===== src/rtl/wb_car_ctrl_master.sv =====
// Wishbone initiator that steps the player car from the left/right buttons and
// mirrors it into the VGA display slave's register file. No CPU is involved.
//
// On every POLL_DIV-cycle tick the synchronised buttons are sampled. If the
// clamped next column differs from the committed one, reg0 is written with it.
// reg1 is then read back and its two low bits become the level. A bus error,
// or TIMEOUT cycles without a termination, aborts the cycle and sets a sticky
// error flag.
//
// Ports:
//   wb_clk_i, wb_rst_ni         bus clock, asynchronous active-low reset
//   btn_left_i, btn_right_i     raw asynchronous buttons, active-high
//   wbm_cyc_o .. wbm_sel_o      registered Wishbone request outputs
//   wbm_dat_i, wbm_ack_i,
//   wbm_err_i                   Wishbone response inputs
//   car_x_o                     committed car column
//   level_o                     last level read from reg1[1:0]
//   bus_err_o                   sticky abort flag
module wb_car_ctrl_master #(
  parameter logic [31:0] BASE_ADDR = 32'h0000_0000,
  parameter logic [19:0] POLL_DIV  = 20'd500000,
  parameter logic [9:0]  STEP      = 10'd4,
  parameter logic [9:0]  X_MIN     = 10'd160,
  parameter logic [9:0]  X_MAX     = 10'd448,
  parameter logic [9:0]  X_INIT    = 10'd305,
  parameter logic [7:0]  TIMEOUT   = 8'd255
) (
  input  logic        wb_clk_i,
  input  logic        wb_rst_ni,
  input  logic        btn_left_i,
  input  logic        btn_right_i,
  output logic        wbm_cyc_o,
  output logic        wbm_stb_o,
  output logic        wbm_we_o,
  output logic [31:0] wbm_adr_o,
  output logic [31:0] wbm_dat_o,
  output logic [3:0]  wbm_sel_o,
  input  logic [31:0] wbm_dat_i,
  input  logic        wbm_ack_i,
  input  logic        wbm_err_i,
  output logic [9:0]  car_x_o,
  output logic [1:0]  level_o,
  output logic        bus_err_o
);

  typedef enum logic [1:0] {StIdle, StWr, StGap, StRd} state_e;

  state_e      state_q;
  logic [1:0]  left_sync_q, right_sync_q;
  logic [19:0] tick_cnt_q;
  logic        tick;
  logic [7:0]  wait_q;
  logic [9:0]  nx_q;
  logic [9:0]  next_x;
  logic [10:0] x_plus;

  // Only reg1[1:0] carries the level.
  logic unused_dat;
  assign unused_dat = ^wbm_dat_i[31:2];

  // Button synchronisers and the free-running tick divider.
  always_ff @(posedge wb_clk_i or negedge wb_rst_ni) begin
    if (!wb_rst_ni) begin
      left_sync_q  <= 2'b00;
      right_sync_q <= 2'b00;
      tick_cnt_q   <= '0;
    end else begin
      left_sync_q  <= {left_sync_q[0], btn_left_i};
      right_sync_q <= {right_sync_q[0], btn_right_i};
      tick_cnt_q   <= tick ? '0 : tick_cnt_q + 20'd1;
    end
  end

  assign tick = (tick_cnt_q == POLL_DIV - 20'd1);

  // Clamped next column. The comparisons use 11 bits so that neither the
  // subtraction nor the addition can wrap.
  assign x_plus = {1'b0, car_x_o} + {1'b0, STEP};

  always_comb begin
    next_x = car_x_o;
    if (left_sync_q[1] && !right_sync_q[1]) begin
      if ({1'b0, car_x_o} >= ({1'b0, X_MIN} + {1'b0, STEP})) next_x = car_x_o - STEP;
      else                                                   next_x = X_MIN;
    end else if (right_sync_q[1] && !left_sync_q[1]) begin
      if (x_plus > {1'b0, X_MAX}) next_x = X_MAX;
      else                        next_x = x_plus[9:0];
    end
  end

  always_ff @(posedge wb_clk_i or negedge wb_rst_ni) begin
    if (!wb_rst_ni) begin
      state_q   <= StIdle;
      wbm_cyc_o <= 1'b0;
      wbm_stb_o <= 1'b0;
      wbm_we_o  <= 1'b0;
      wbm_adr_o <= '0;
      wbm_dat_o <= '0;
      wbm_sel_o <= '0;
      wait_q    <= '0;
      nx_q      <= X_INIT;
      car_x_o   <= X_INIT;
      level_o   <= 2'b00;
      bus_err_o <= 1'b0;
    end else begin
      case (state_q)
        StIdle: begin
          // Ticks arriving in any other state are dropped, not queued.
          if (tick) begin
            wait_q    <= '0;
            wbm_cyc_o <= 1'b1;
            wbm_stb_o <= 1'b1;
            wbm_sel_o <= 4'hF;
            if (next_x != car_x_o) begin
              state_q   <= StWr;
              wbm_we_o  <= 1'b1;
              wbm_adr_o <= BASE_ADDR;
              wbm_dat_o <= {22'b0, next_x};
              nx_q      <= next_x;
            end else begin
              state_q   <= StRd;
              wbm_we_o  <= 1'b0;
              wbm_adr_o <= BASE_ADDR + 32'd4;
            end
          end
        end
        StWr, StRd: begin
          // err wins over a simultaneous ack.
          if (wbm_err_i || (!wbm_ack_i && (wait_q == TIMEOUT - 8'd1))) begin
            wbm_cyc_o <= 1'b0;
            wbm_stb_o <= 1'b0;
            wbm_we_o  <= 1'b0;
            wbm_sel_o <= '0;
            bus_err_o <= 1'b1;
            state_q   <= StIdle;
          end else if (wbm_ack_i) begin
            wbm_cyc_o <= 1'b0;
            wbm_stb_o <= 1'b0;
            wbm_we_o  <= 1'b0;
            wbm_sel_o <= '0;
            if (state_q == StWr) begin
              car_x_o <= nx_q;
              state_q <= StGap;
            end else begin
              level_o <= wbm_dat_i[1:0];
              state_q <= StIdle;
            end
          end else begin
            wait_q <= wait_q + 8'd1;
          end
        end
        StGap: begin
          // One idle bus cycle separates the write from the read.
          wait_q    <= '0;
          wbm_cyc_o <= 1'b1;
          wbm_stb_o <= 1'b1;
          wbm_we_o  <= 1'b0;
          wbm_adr_o <= BASE_ADDR + 32'd4;
          wbm_sel_o <= 4'hF;
          state_q   <= StRd;
        end
        default: state_q <= StIdle;
      endcase
    end
  end

endmodule


===== config.mk =====
export PLATFORM = sky130hd
export DESIGN_NAME = wb_car_ctrl_master
export DESIGN_NICKNAME = d
export VERILOG_FILES = /design/src/rtl/wb_car_ctrl_master.sv
export SDC_FILE = /design/constraint.sdc
export NUM_CORES = 1
export LEC_CHECK = 0
export CAP_MARGIN = 20
export CORE_ASPECT_RATIO = 0.5
export CORE_MARGIN = 3
export CORE_UTILIZATION = 43
export CTS_CLUSTER_SIZE = 28
export DETAILED_ROUTE_END_ITERATION = 10
export PLACE_DENSITY = 0.77
export REMOVE_ABC_BUFFERS = 1
export SYNTH_ARGS = -nofsm -noshare
export SYNTH_HDL_FRONTEND = slang
export SYNTH_SLANG_ARGS = --single-unit

===== constraint.sdc =====
create_clock -name wb_clk_i -period 2.9 [get_ports wb_clk_i]
set_clock_uncertainty 0.05 [all_clocks]
set_input_delay 0.58 -clock wb_clk_i [delete_from_list [all_inputs] [get_ports wb_clk_i]]
set_output_delay 0.58 -clock wb_clk_i [all_outputs]
set_load 0.005 [all_outputs]

# After elaboration in Yosys (flattened, before gate mapping)
# Index checks and enable logic that the tools add are counted.
# totals
ff_bits	105
latch_bits	0
mem_bits_rw	0
romBits	0
input_bits	38
elab_cells	78
n_memories	0
# classes
add_sub_neg	4
n_mul	0
n_div	0
order_cmp	2
eq_ne	10
shifts	0
muxes	29
bitwise	2
reduce_logical	17
# op_table
op	n
$pmux W32 S2	1
$mux W10	4
$mux W32	1
$mux W8	3
$pmux W8 S3	1
$add A20 B1 Y20 const B	1
$eq A20 B19 Y1 const B	1
$mux W20	1
$mux W4	3
$pmux W4 S3	1
$add A10 B3 Y11 const B	1
$gt A11 B9 Y1 const B	1
$ge A10 B8 Y1 const B	1
$mux W2	5
$ne A10 B10 Y1	1
$sub A10 B3 Y10 const B	1
$add A8 B1 Y8 const B	1
$eq A8 B8 Y1 const B	1
$reduce_and A4 Y1	2
$ne A2 B2 Y1 const B	3
$pmux W1 S3	2
$pmux W2 S3	1
$reduce_and A2 Y1	3
$reduce_and A3 Y1	2
12 further kinds	22

# Depth between registers and ports, before layout
# Gate-level depths: netlist of run 1.
# logic_depth
depth_word	9
mapped_depth	11
mapped_depth_nobuf	10

# Worst setup path after synthesis of run 1
# No wires, ideal clock.
# synth_path
path_type	flip-flop to flip-flop
start	reg car_x_o[3]
end	reg nx_q[2]
setup_ns	0.125
t_arrival_ns	2.779
required_time_ns	2.725
slack_ns	-0.054
path_stages_with_launch	11
n_path_buf	1
path_cell_list	dfrtp_1 buf_2 inv_1 ha_1 or4b_1 or3_4 a221oi_2 a21oi_1 nor4bb_2 a31oi_4 mux2_2
# synth_via
elab_chain_len	7
# synth_rtl
item	line	text
from (decl)	41	output logic [9:0] car_x_o,
from (signal assigned)	142	car_x_o <= nx_q;
$add A10 B3 Y11	78	assign x_plus = {1'b0, car_x_o} + {1'b0, STEP};
$gt A11 B9 Y1	86	if (x_plus > {1'b0, X_MAX}) next_x = X_MAX;
$mux W10	86	
$mux W10	85	end else if (right_sync_q[1] && !left_sync_q[1]) begin
$mux W10	82	if (left_sync_q[1] && !right_sync_q[1]) begin
$ne A10 B10 Y1	114	if (next_x != car_x_o) begin
$reduce_and A3 Y1 (no line)	--	
to (signal assigned)	119	nx_q <= next_x;
to (decl)	53	logic [9:0] nx_q;
# Parallel ways exist; a longest one is shown, timed or not.
# A chain may end at the register's enable or synchronous reset.

# Final worst setup path of run 1
# layout_path
start	reg car_x_o[3]
end	reg nx_q[7]
# The elaborated chain is that of the path after synthesis.

==> key figures, run 1 <==
Outcome
  • Run status: finished, final reports clean

Clock tree
  • CTS tree: built
  • Hold buffer count at cts: 0
  • Num CTS Buffers: 9
  • Clock transition at path regs: ~0.050 ns
  • CTS max path bufs: 2
  • H-tree levels: 3
  • Root Driver: clkbuf_16
  • Worst skew pair latency: ~0.33 ns
  • Clock Sinks: 64

Floorplan
  • Die X: between 100 and 150 um
  • Die area: 0.01063 mm^2
  • Core Area: 0.008889 mm^2
  • Row cnt: 24
  • Initial Util: a little under half
  • IO Count: between 100 and 150
  • Chip Height: approximately 74 um

Synthesis
  • Post-synthesis adder-cell area fraction: under 10%
  • Ys flop type: dfrtp_1
  • Avg Cell Area, Syn: roughly 9.4 um^2
  • Cell Area, Synth: 0.004025 mm^2
  • Synth Area in Compound Gates: around 12%
  • Largest family of logic cells by synthesized area: simple AND/OR/NAND/NOR gates
  • Seq/Total Area, Yosys: 40.04%
  • Distinct cells, synth: between 50 and 60
  • Syn Inst Count: ~430
  • Multiplexer share of the synthesized area: 6.124%
  • Synth Area in Simple Gates: roughly 18%
  • Warnings, synthesis: 0
  • EDFF count, synth: 0
  • Ys async rst share: between 90% and 100%
  • Synth Area in XOR/XNOR: ~5.4%
  • Seq cells post-synth: 64

Worst setup path
  • WP data arrival: ~3.0 ns
  • Critical path's largest stage delay: between 0.4 and 0.5 ns
  • Critical path's slowest cell: or4b_4
  • Crit path kind: reg -> reg
  • Critical path required time: 3.06 ns
  • RR Endpoint: nx_q[7]
  • Crit Reg-Reg Startpoint: car_x_o[3]
  • R2R depth: 10
  • R2R Setup Slk: 0.06 ns
  • Startpoint Class: register
  • Crit end category: register
  • Crit-path cells: inv_2 > ha_4 > or4b_4 > or3_4 > a221oi_2 > a21oi_1 > nor4bb_4 > a31oi_4 > buf_12 > mux2_4
  • CP Max Fanout: 7

Timing
  • Least-Margin Pin Slew: 0.7221 ns
  • Tmin final: about 2.8 ns
  • RSZ-0062 raised after global routing: true
  • Fin. max-slew vios: 0
  • Hold Violations, Final: 0
  • Max-slew headroom: between 50% and 60%
  • Tcrit/Tclk final: about 98%
  • Worst hold slack: around 0.25 ns
  • Setup TNS: 0 ns
  • Max Fclk: 351.7 MHz
  • Endpoints failing setup: 0

Cells and area
  • Final instance count without filler cells: roughly 620
  • Core Util, Final: a little under three fifths
  • Share of cells above drive strength 1: between 20% and 30%
  • Ant. Diodes: 0
  • Fin nets: 541
  • Area delta synth->final: 22.69%

Pwr
  • Pleak: ~0.0021 uW
  • Comb pwr share: about 30%
  • Clock network fraction of design power: between 30 and 40%
  • Internal power: 1945 uW
  • Switch share: 31.56%
  • PwrDens: around 580 mW/mm^2
  • Sequential share of power: a little under two fifths
  • Psw: ~900 uW
  • Worst-case vdd ir drop: roughly 0.31 mV

GRT
  • Initial antenna violation count: 0
  • Total GRT Usage: 17.89%
  • Largest net degree at the start of global routing: 33
  • GRT overflow: 0
  • First-pass GRT wire length: between 10 and 15 mm
  • Vias in the first global route: about 3000

Drt
  • Remaining DRCs: 0
  • Routed len/inst: approximately 15 um
  • Detailed Routing Iterations Pass 1: 5
  • Max layer used: met4
  • Drt initial violations: between 200 and 300
  • Met2 WL: approximately 4.5 mm
  • Antenna viol nets, final: 0
  • WL met3: between 600 and 700 um
  • Post-Route WL: 9.238 mm
  • Vias per inst: roughly 5.2
  • Via count: around 3200
  • DRT met1 WL: 4.036 mm

Flow run
  • Max-Cap Viols: 0

Placement
  • Final GP Congestion: around 0.95
  • PortBufs: 38
  • Post-DP HPWL: roughly 6.6 mm
  • Placed cells: between 500 and 600

Min path
  • Min-delay worst type: in -> async
==> synth_stat cells, drive strengths merged, types with 3 or more instances <==
cell type | count | area share (%)
buf | 74 | 13
dfrtp | 56 | 35
nor2 | 33 | 3.1
nand2 | 29 | 2.7
o21ai | 22 | 2.7
a21oi | 20 | 2.5
inv | 18 | 1.7
nand3 | 14 | 1.7
nand4 | 14 | 2.2
mux2 | 13 | 3.6
xnor2 | 13 | 2.8
xor2 | 12 | 2.6
nor3 | 11 | 1.4
mux2i | 10 | 2.5
dfstp | 8 | 5.2
clkbuf | 7 | 0.65
or3 | 7 | 1.2
ha | 6 | 1.9
nor2b | 5 | 0.78
o211ai | 5 | 0.93
and3 | 4 | 0.62
nand2b | 4 | 0.62
nor4b | 4 | 0.87
a211oi | 3 | 0.68
==> cell families (layout without fill, tap and decap cells) <==
kind of cell    after synthesis  count (layout)
other cells                   1              53
mux                          23              23
simple gates                140             140
buf+inv                      99             120
xor+xnor                     25              25
flops                        64              64
compound gates               71              71
fa+ha+maj                     6               6
==> power by group through the flow <==
stage                     registers [uW]  logic (uW)  clock network (uW)
after global placement              1070         722                   0
final                               1060         838                 944
after floorplan                     1080         358                   0
after detailed placement            1070         729                   0
after CTS                           1060         749                 965
after global routing                1070         920                1000
==> stage by stage <==
stage | setup slack, ns | power, uW | instance area [um^2]
after global routing | -0.05781 | 2993 | 4938
after detailed placement | -0.03931 | 1800 | 4486
after floorplan | -0.2216 | 1439 | 3651
after global placement | 0.01984 | 1792 | 4486
final | 0.05656 | 2843 | 4938
after CTS | 0.009372 | 2772 | 4760
==> layer usage <==
metal	GRT usage, %	up-vias
met5	0	-
met4	5.374	0
met3	5.010	14
met2	30.04	140
met1	22.94	1559
li1	-	1516
==> layout make-up <==
| type | instances | area [um^2] |
|---|---|---|
| clock buffer | 12 | 236.5 |
| clock inverter | 4 | 22.52 |
| fill | 754 | 3950 |
| inverter | 18 | 67.56 |
| multi-input combinational | 318 | 2098 |
| sequential | 64 | 1612 |
| tap | 117 | 146.4 |
| timing repair buffer | 86 | 755.7 |
==> how the worst max path moves through the flow <==
stage	slack, ns	cells past startpoint	start	endpoint
6_report	0.06	10	car_x_o[3]	nx_q[7]
5_1_grt	-0.06	12	car_x_o[3]	nx_q[6]
4_1_cts	0.009	10	car_x_o[2]	nx_q[6]
3_5_place_dp	-0.04	10	car_x_o[3]	nx_q[6]
3_3_place_gp	0.02	9	car_x_o[2]	nx_q[2]
2_1_floorplan	-0.22	9	car_x_o[3]	nx_q[2]
==> registers in the layout (all words and copies together) (netlist names), named ones only <==
signal and count:
right_sync_q 2, wbm_adr_o 1, wait_q 8, nx_q 10, wbm_dat_o 4, wbm_sel_o 1
state_q 1, bus_err_o 1, left_sync_q 2, tick_cnt_q 20, car_x_o 10, wbm_we_o 1
level_o 2
==> repair_timing <==
action | CTS | global route
buffers inserted | 0 | 8
endpoints found under the setup margin | 10 | 12
pin swaps | 3 | 11
gates resized for setup | 4 | 28
==> placed cells by master, fill, tap and decap left out, types with 3 or more instances in the layout <==
cell type	netlist	routed
a21oi_1	20	19
nor2_1	33	32
nor3_1	11	9
conb_1	1	53
clkbuf_1	7	3
and3_1	4	3
xnor2_1	13	13
nand2_1	29	28
mux2i_1	10	10
clkbuf_16	0	9
dfrtp_1	56	56
clkdlybuf4s50_1	0	37
or3_1	6	5
clkinv_2	0	3
dfstp_2	8	8
mux2_4	0	5
ha_1	6	4
o21ai_0	22	19
nor2b_1	5	5
nand2b_1	4	4
inv_1	18	16
nand4_1	14	14
mux2_2	13	8
nor4b_1	4	4
xor2_1	12	12
buf_4	65	45
nand3_1	14	13
o211ai_1	5	5
==> worst max-delay path, delay by kind of cell, from the launching register on <==
family          cells  cell delay (ns)
compound gates      3             0.57
fa+ha+maj           1             0.13
buf+inv             2             0.24
flops               1             0.39
mux                 1             0.29
simple gates        3             1.02
Note: power is estimated with default switching activity, not from simulation.
==> run 2, diff against run 1 <==
--- a/config.mk
+++ b/config.mk
@@ -11,6 +11,7 @@
 export CORE_UTILIZATION = 43
 export CTS_CLUSTER_SIZE = 28
 export DETAILED_ROUTE_END_ITERATION = 10
+export GPL_ROUTABILITY_DRIVEN = 0
 export PLACE_DENSITY = 0.77
 export REMOVE_ABC_BUFFERS = 1
 export SYNTH_ARGS = -nofsm -noshare
==> run 2 against run 1 <==
  * The run now ends with setup timing left
  * Total power grew 0.94%
  * Critical path depth grew 1
  * Worst hold slack lost 0.064 ns
  * Maximum frequency shrank 3.0%
  * Clock power grew 0.6%
  * Final area shrank 1.2%
  * Global-route usage shrank 1.0 points
  * Largest power group unchanged
  * Highest routed layer unchanged
==> key figures, run 2 (synthesis results as in run 1) <==
Timing
  • Endpoints failing setup: 5
  • Fin. max-slew vios: 0
  • Max Fclk: approximately 340 MHz
  • Tmin final: 2.932 ns
  • Max-slew headroom: 53.93%
  • Least-Margin Pin Slew: a little under 0.7 ns
  • Setup TNS: -0.09108 ns
  • Tcrit/Tclk final: 101.1%
  • RSZ-0062 raised after global routing: true
  • Hold Violations, Final: 0
  • Worst hold slack: between 0.15 and 0.2 ns
  • Fin worst setup slack: -0.03217 ns

Floorplan
  • Die area: 0.01063 mm^2
  • Core Area: slightly below 0.009 mm^2
  • Die X: 142.8 um
  • Row cnt: 24
  • Chip Height: between 70 and 80 um
  • IO Count: around 120
  • Initial Util: between 40% and 50%

Cells and area
  • Share of cells above drive strength 1: a little over a fifth
  • Filler Cell Count: roughly 750
  • Biggest regs: tick_cnt_q x20, car_x_o x10, nx_q x10
  • Final instance area: 0.004877 mm^2
  • Commonest non-fill, non-tap cell in the layout: dfrtp_1
  • Final instance count without filler cells: slightly above 600
  • Largest reg by FF count: tick_cnt_q
  • Fin nets: around 530
  • Area delta synth->final: 21.17%
  • Largest register FFs: 20
  • Ant. Diodes: 0
  • Most frequent cells in the layout: dfrtp_1 (56), conb_1 (53), clkdlybuf4s50_1 (37), buf_4 (35), nor2_1 (32)

Placement
  • Placed cells: 588
  • PortBufs: 38
  • Pre-CTS setup slack: -0.09310 ns
  • Post-DP HPWL: a little over 6 mm
  • Placed instance area: 0.004433 mm^2

Worst setup path
  • R2R Setup Slk: -0.03 ns
  • Crit end category: register
  • R2R depth: 11
  • CP Max Fanout: 5
  • RR Endpoint: nx_q[6]
  • WP data arrival: roughly 3.1 ns
  • Crit Reg-Reg Startpoint: car_x_o[2]
  • Crit path kind: reg -> reg
  • Startpoint Class: register
  • Critical path required time: around 3 ns

Outcome
  • Failing checks: setup timing
  • Run status: finished, violations left

Drt
  • Remaining DRCs: 0
  • Antenna viol nets, final: 0
  • Vias per inst: 5.389
  • Detailed Routing Iterations Pass 1: 5
  • Drt initial violations: between 200 and 300
  • Via count: roughly 3300
  • Routed len/inst: 15.54 um
  • Post-Route WL: around 9.5 mm

Clock tree
  • Clock transition at path regs: about 0.05 ns
  • Root Driver: clkbuf_16
  • CTS max path bufs: 2
  • Hold buffer count at cts: 0
  • Num CTS Buffers: 9
  • Worst skew pair latency: roughly 0.32 ns
  • H-tree levels: 3
  • CTS tree: built
  • Clock Sinks: 64

Pwr
  • Pleak: 0.002095 uW
  • PwrDens: around 590 mW/mm^2
  • Worst-case vdd ir drop: ~0.35 mV

GRT
  • Initial antenna violation count: 0
  • Total GRT Usage: between 15 and 20%
  • Vias in the first global route: between 2000 and 3000
  • Largest net degree at the start of global routing: 43
  • GRT overflow: 0
  • First-pass GRT wire length: ~14 mm

Flow run
  • Max-Cap Viols: 0

Min path
  • Min-delay worst type: in -> async
==> run 2: timing repair <==
action,CTS,global route
setup endpoints to repair,14,16
pin swaps,2,8
gates resized for setup,3,30
setup buffers,2,3
==> run 2: layout make-up <==
type	count	area, um^2	share of cell area [%]
Multi-Input combinational cell	318	2103	43.12
Sequential cell	64	1612	33.04
Timing Repair Buffer	76	689.4	14.14
Clock buffer	12	236.5	4.849
Tap cell	117	146.4	3.002
Inverter	18	67.56	1.385
Clock inverter	4	22.52	0.4618
==> run 2: critical path: stages, from the launching register on <==
cell       delay, ns
dfrtp_1         0.40
buf_4           0.17
ha_1            0.20
or3b_4          0.24
a31oi_2         0.11
buf_4           0.16
nor3_1          0.28
a21oi_2         0.13
a2111oi_4       0.45
a31oi_4         0.16
buf_12          0.17
mux2_4          0.29
==> run 2: worst max path at each step <==
stage                from  endpoint  depth (start not counted)
3_5_place_dp   car_x_o[2]   nx_q[1]                         10
6_report       car_x_o[2]   nx_q[6]                         11
2_1_floorplan  car_x_o[3]   nx_q[2]                          9
5_1_grt        car_x_o[2]   nx_q[6]                         11
4_1_cts        car_x_o[2]   nx_q[3]                         10
3_3_place_gp   car_x_o[2]   nx_q[0]                         10
==> run 2: through the flow <==
| stage | power, uW | util (%) |
|---|---|---|
| 4_1_cts | 2767 | 53.18 |
| 6_report | 2869 | 54.87 |
| 3_3_place_gp | 1784 | 49.87 |
| 3_5_place_dp | 1799 | 49.87 |
| 2_1_floorplan | 1439 | - |
| 5_1_grt | 3011 | 54.87 |
==> run 2: report_power, final <==
part	switching, uW	internal (uW)	leakage [uW]
logic	447	412	0.00115
clock network	377	574	0.000126
registers	98.2	962	0.000819
==> run 2: per-layer routing <==
metal,vias to the layer above,GRT usage (%),wire length [um]
met4,0,6.744,226
met3,23,3.661,694
met1,1602,21.50,3872
met5,-,0,0
met2,163,28.59,4673
li1,1494,-,-
